$ cat src/rtl/vexp_range_reduce.sv
// Range reduction for vector exp: x -> (q, r) with e^x = 2^q * e^r, three-stage pipeline.
// Optional VEXP_RR_ROUND_EN: round-to-nearest-even on the fp16 residual pack (default truncates).
module vexp_range_reduce #(
   parameter int          FRAC_W = 16,
   parameter int          Q_W    = 6,
   parameter logic [16:0] LOG2E  = 17'h17154,
   parameter logic [15:0] LN2    = 16'hB172
) (
   input  logic           CLK,
   input  logic           RST,
   input  logic           in_valid,
   output logic           in_ready,
   input  logic [15:0]    in_x,
   output logic           out_valid,
   input  logic           out_ready,
   output logic [Q_W-1:0] out_q,
   output logic [15:0]    out_r,
   output logic           out_ovf,
   output logic           out_unf,
   output logic           out_nan
);
   localparam int XW  = 1 + 5 + FRAC_W;
   localparam int PW  = XW + 18;
   localparam int TW  = PW - FRAC_W;
   localparam int RW  = 2 * FRAC_W;
   localparam int MW  = 11 + FRAC_W;
   localparam int LZW = $clog2(FRAC_W);
   localparam logic signed [TW-1:0] T_HI = TW'(16) << FRAC_W;
   localparam logic signed [TW-1:0] T_LO = -(TW'(24) << FRAC_W);

   logic [3:1] vld_pipe;
   logic       adv;

   assign adv       = !out_valid || out_ready;
   assign in_ready  = adv;
   assign out_valid = vld_pipe[3];

   // S1: fp16 unpack to signed fixed point
   logic                 sgn;
   logic [4:0]           ex;
   logic [9:0]           man;
   logic [MW-1:0]        mag_full;
   logic [XW-1:0]        mag;
   logic signed [XW-1:0] x_n, x1;
   logic                 nan_n, ovf_n, unf_n, nan1, ovf1, unf1;

   assign sgn = in_x[15];
   assign ex  = in_x[14:10];
   assign man = in_x[9:0];

   always_comb begin
      x_n      = '0;
      nan_n    = 1'b0;
      ovf_n    = 1'b0;
      unf_n    = 1'b0;
      mag_full = '0;
      mag      = '0;
      if (ex == 5'd31) begin
         nan_n = (man != 10'd0);
         ovf_n = (man == 10'd0) && !sgn;
         unf_n = (man == 10'd0) && sgn;
      end else if (ex >= 5'd20) begin
         ovf_n = !sgn;
         unf_n = sgn;
      end else if (ex != 5'd0) begin
         mag_full = {1'b1, man, {FRAC_W{1'b0}}} >> (5'd25 - ex);
         mag      = XW'(mag_full);
         x_n      = sgn ? -mag : mag;
      end
   end

   // S2: scale by log2(e), split into floor and fraction
   logic signed [PW-1:0] prod;
   logic signed [TW-1:0] t;
   logic                 ovf_t, unf_t;
   logic [Q_W-1:0]       q_n, q2;
   logic [FRAC_W-1:0]    f_n, f2;
   logic                 nan2, ovf2, unf2;

   always_comb begin
      prod  = PW'(x1) * PW'($signed({1'b0, LOG2E}));
      t     = TW'(prod >>> FRAC_W);
      ovf_t = !nan1 && (ovf1 || (t >= T_HI));
      unf_t = !nan1 && (unf1 || (t < T_LO));
      q_n   = '0;
      f_n   = '0;
      if (!(nan1 || ovf_t || unf_t)) begin
         q_n = t[FRAC_W +: Q_W];
         f_n = t[FRAC_W-1:0];
      end
   end

   // S3: residual = f*ln2, normalised into fp16
   logic [RW-1:0]     rprod;
   logic [FRAC_W-1:0] rf, norm;
   logic [LZW-1:0]    lz;
   logic              found;
   logic [15:0]       r_n;
`ifdef VEXP_RR_ROUND_EN
   logic              rnd;
`endif

   always_comb begin
      rprod = RW'(f2) * RW'(LN2);
      rf    = FRAC_W'(rprod >> FRAC_W);
      lz    = '0;
      found = 1'b0;
      for (int i = FRAC_W - 1; i >= 0; i--) begin
         if (!found && rf[i]) begin
            lz    = LZW'(FRAC_W - 1 - i);
            found = 1'b1;
         end
      end
      norm = rf << lz;
      r_n  = '0;
`ifdef VEXP_RR_ROUND_EN
      rnd  = 1'b0;
`endif
      // a lone lsb would need a negative exponent field; flush it to zero
      if (rf != '0 && lz != LZW'(FRAC_W - 1)) begin
         r_n = {1'b0, 5'(14 - lz), 10'(norm >> (FRAC_W - 11))};
`ifdef VEXP_RR_ROUND_EN
         rnd = norm[FRAC_W-12] && ((|norm[FRAC_W-13:0]) || norm[FRAC_W-11]);
         r_n = r_n + {15'd0, rnd};
`endif
      end
   end

   always_ff @(posedge CLK) begin
      if (RST) begin
         vld_pipe <= '0;
         x1       <= '0;
         nan1     <= 1'b0;
         ovf1     <= 1'b0;
         unf1     <= 1'b0;
         q2       <= '0;
         f2       <= '0;
         nan2     <= 1'b0;
         ovf2     <= 1'b0;
         unf2     <= 1'b0;
         out_q    <= '0;
         out_r    <= '0;
         out_nan  <= 1'b0;
         out_ovf  <= 1'b0;
         out_unf  <= 1'b0;
      end else if (adv) begin
         vld_pipe <= {vld_pipe[2:1], in_valid};
         x1       <= x_n;
         nan1     <= nan_n;
         ovf1     <= ovf_n;
         unf1     <= unf_n;
         q2       <= q_n;
         f2       <= f_n;
         nan2     <= nan1;
         ovf2     <= ovf_t;
         unf2     <= unf_t;
         out_q    <= q2;
         out_r    <= r_n;
         out_nan  <= nan2;
         out_ovf  <= ovf2;
         out_unf  <= unf2;
      end
   end
endmodule

$ cat config.mk
export PLATFORM = sky130hd
export DESIGN_NAME = vexp_range_reduce
export DESIGN_NICKNAME = d
export VERILOG_FILES = /design/src/rtl/vexp_range_reduce.sv
export SDC_FILE = /design/constraint.sdc
export NUM_CORES = 1
export LEC_CHECK = 0
export BUFFER_PORTS_ARGS = -buffer_cell sky130_fd_sc_hd__buf_2
export CORE_UTILIZATION = 50
export DETAILED_ROUTE_END_ITERATION = 7
export PLACE_DENSITY = 0.63
export SLEW_MARGIN = 0
export SYNTH_ARGS = -nofsm -noshare
export SYNTH_HDL_FRONTEND = slang
export SYNTH_SLANG_ARGS = --single-unit
$ cat constraint.sdc
create_clock -name CLK -period 10.55 [get_ports CLK]
set_clock_uncertainty 0.15 [all_clocks]
set_input_delay 1.5825 -clock CLK [delete_from_list [all_inputs] [get_ports CLK]]
set_output_delay 1.5825 -clock CLK [all_outputs]
set_load 0.02 [all_outputs]
==> impl_metrics.tcl <==
set metrics [dict create \
    drt_pre_antenna_iters 5 \
    place_inst 2118 \
    worstMarginPinSlew_ns 0.937 \
    dieArea_sq_um 31100 \
    syn2layout_area_growth_pct 5.91 \
    ys_ff_latch 77 \
    grt_pass1_vias 11499 \
    synth_edf_count 0 \
    synthArstFlopShare 0 \
    hp-start "out_nan$_SDFFE_PP0P_" \
    leakage_nw 8.56 \
    hold-path-endpoint "out_nan$_SDFFE_PP0P_" \
    grt_pass1_wl_um 57200 \
    synth_warnings 0 \
    cts-root-buf "clkbuf_16" \
    r2r_setup_slack_ns 1.78 \
    critical_path_arrival_ns 8.89 \
    period_minus_slack_ns 8.77 \
    vias_per_cell 5.51 \
    drv_slew 0 \
    wire_per_inst_um 16.0 \
    syn_avg_cell_area_sq_um 8.85 \
    synthMostInstantiatedCell "inv_1" \
    instances_no_fill 2134 \
    vias 11762 \
    rows 63 \
    clk_pin_slew_ns 0.07 \
    fillers 2820 \
    grt_remaining_overflow 0 \
    endpoint_kind "flop" \
    hold_buffers 0 \
    path_delay_family "adder cells" \
    path_cells "inv_1, fa_1, fa_1, inv_1, ha_1, fa_1, fa_1, ha_1, ha_1, nand4_1, nor2_1, a32o_1, o211a_1, nor3_1, or4_1, nor4_4, a32oi_1, a21o_1, ha_1, a21oi_1, o211ai_1, nor2_1, a32oi_1, o211ai_1" \
    seqCellArea_sq_um 1540 \
    core_sq_um 29800 \
    whs_ns 0.300 \
    critical_path_class "flop to flop" \
    synthFlopType "dfxtp_1" \
    cap_violations 0 \
    postCtsSetupBuffers 0 \
    setup_ws_ns 1.78 \
    post-route-period-util 0.831 \
    nets 2218 \
    syn_nets 2199 \
    n_antenna_cell 0 \
    drtIter0Drc 572 \
    fin_tns_setup_ns 0 \
    ir_drop_v 0.000296 \
    routed_wl_um 34100 \
    worst_ep_required_time_ns 10.67 \
    hold_depth 2 \
    hold_viol_final 0 \
    slew_headroom 0.370 \
    crit_cells 24 \
    gp_congestion 0.955 \
    drc 0 \
    rsz0062_at_grt "no" \
    reg2reg_from "f2[10]$_SDFFE_PP0P_" \
    dpl.hpwl_um 29100 \
    crit_slowest_cell "or4_1" \
    worstSetupStartpointType "flop" \
    insertion_delay_ns 0.36 \
    portBuffers 45 \
    ant_nets 0 \
    grt_util_all_layers 0.228 \
    setup-violations-final 0 \
    netlist_top_cells_count "inv_1, ha_1, fa_1, nand2_1, nor2_1" \
    synth_cells 1720 \
    reg2reg_depth 24 \
    reg2reg_to "out_r[3]$_SDFFE_PP0P_" \
    start_util 0.511 \
    die-width_um 176 \
    yosys.area.top_type "fa_1" \
    max_freq_ghz 0.114 \
    clock_sinks 77 \
    htree_levels 3 \
    status "complete, no violations" \
    synth_top_area_share 0.252 \
    yosys-top-cells-area "fa_1, ha_1, dfxtp_1, inv_1, xnor2_1" \
    ioPinCount 47 \
    cts_tree "built" \
    critPathMaxFanout 20 \
    slowest_delay_ns 0.68 \
    synthDistinctLibCells 86 \
    ctsLongestPathBuffers 2 \
    numCtsBuffers 9 \
    yosysSeqAreaShare 0.101 \
    synth_area_sq_um 15200 \
    hold_class "flop to flop" \
    worst-path-buf-inv 2 \
    power_density_nw_per_um2 273 \
    antenna_found_initial 0 \
    layout-drive-gt1-share 0.0614 \
    die_h_um 176 \
    multi_input_area_sq_um 12200 \
    place_ws_ns 1.85 \
    grt_start_max_net_pins 46 \
    postCtsResizedCells 0 \
]
area by class of cell:
cell class,count,share of cell area
sequential,77,0.0956
timing repair buffer,55,0.0186
tap,390,0.0303
inverter,335,0.0780
clock inverter,7,0.00535
clock buffer,9,0.0140
multi-input combinational,1261,0.758
cells in the final DEF (no fill, tap or decap), types with 13 or more instances in the layout:
cell type	Yosys	layout
dfxtp_1	77	77
buf_2	3	45
fa_1	192	192
a22oi_1	27	27
a21o_1	24	24
nand3_1	14	14
nand4_1	16	16
xor2_1	32	32
a21oi_1	88	88
nor2_1	95	94
nand2_1	118	118
o21ai_0	53	53
nor3_1	30	30
ha_1	267	267
mux2i_1	36	36
xnor2_1	51	51
and2_1	13	13
inv_1	330	330
state kept, by name, indices dropped and copies added (netlist names):
register  cells
out_ovf       1
unf2          1
vld_pipe      3
out_nan       1
out_r        15
x1           22
nan1          1
f2           16
q2            6
out_q         6
nan2          1
out_unf       1
unf1          1
ovf2          1
ovf1          1
worst max-delay path by stage:
stage,from,endpoint,slack (ns)
2_1_floorplan,f2[10]$_SDFFE_PP0P_,out_r[3]$_SDFFE_PP0P_,2.94
3_3_place_gp,f2[10]$_SDFFE_PP0P_,out_r[3]$_SDFFE_PP0P_,2.15
3_5_place_dp,f2[10]$_SDFFE_PP0P_,out_r[3]$_SDFFE_PP0P_,1.85
4_1_cts,f2[10]$_SDFFE_PP0P_,out_r[3]$_SDFFE_PP0P_,1.80
5_1_grt,f2[10]$_SDFFE_PP0P_,out_r[3]$_SDFFE_PP0P_,1.16
6_report,f2[10]$_SDFFE_PP0P_,out_r[3]$_SDFFE_PP0P_,1.78
worst reg2reg max path, delay by kind of cell (launching register included):
kind            cells  cell delay, ns
compound gates      8            2.09
simple gates        6            2.27
buf+inv             2            0.24
fa+ha+maj           8            3.39
flops               1            0.56
where the power goes:
part | switching, mW | total, mW | internal (mW)
combinational | 2.18 | 3.67 | 1.49
clock | 0.151 | 0.320 | 0.170
sequential | 0.0748 | 0.419 | 0.345
total | 2.40 | 4.41 | 2.00
cell families after synthesis:
kind of cell	synth area share
adders and majority gates	0.472
AOI/OAI and AO/OA	0.143
buffers and inverters	0.0964
xor gates and xnor gates	0.0478
muxes	0.0291
DFF	0.101
other	0.000246
and+or+nand+nor	0.110
metal layers:
layer	share of wire	up-vias	global-route usage
met5	0	-	0
met4	0.014	0	0.0496
met3	0.027	26	0.0159
met2	0.49	183	0.387
met1	0.47	5750	0.316
li1	-	5803	-
through the flow:
stage | power, mW | area [sq um] | util
floorplan | 3.29 | 15200 | -
global placement | 4.07 | 15800 | 0.531
detailed placement | 4.08 | 15800 | 0.531
CTS | 4.44 | 16100 | 0.541
global route | 4.94 | 16100 | 0.541
finish | 4.41 | 16100 | 0.541
Power figures use the tool's default switching activity.
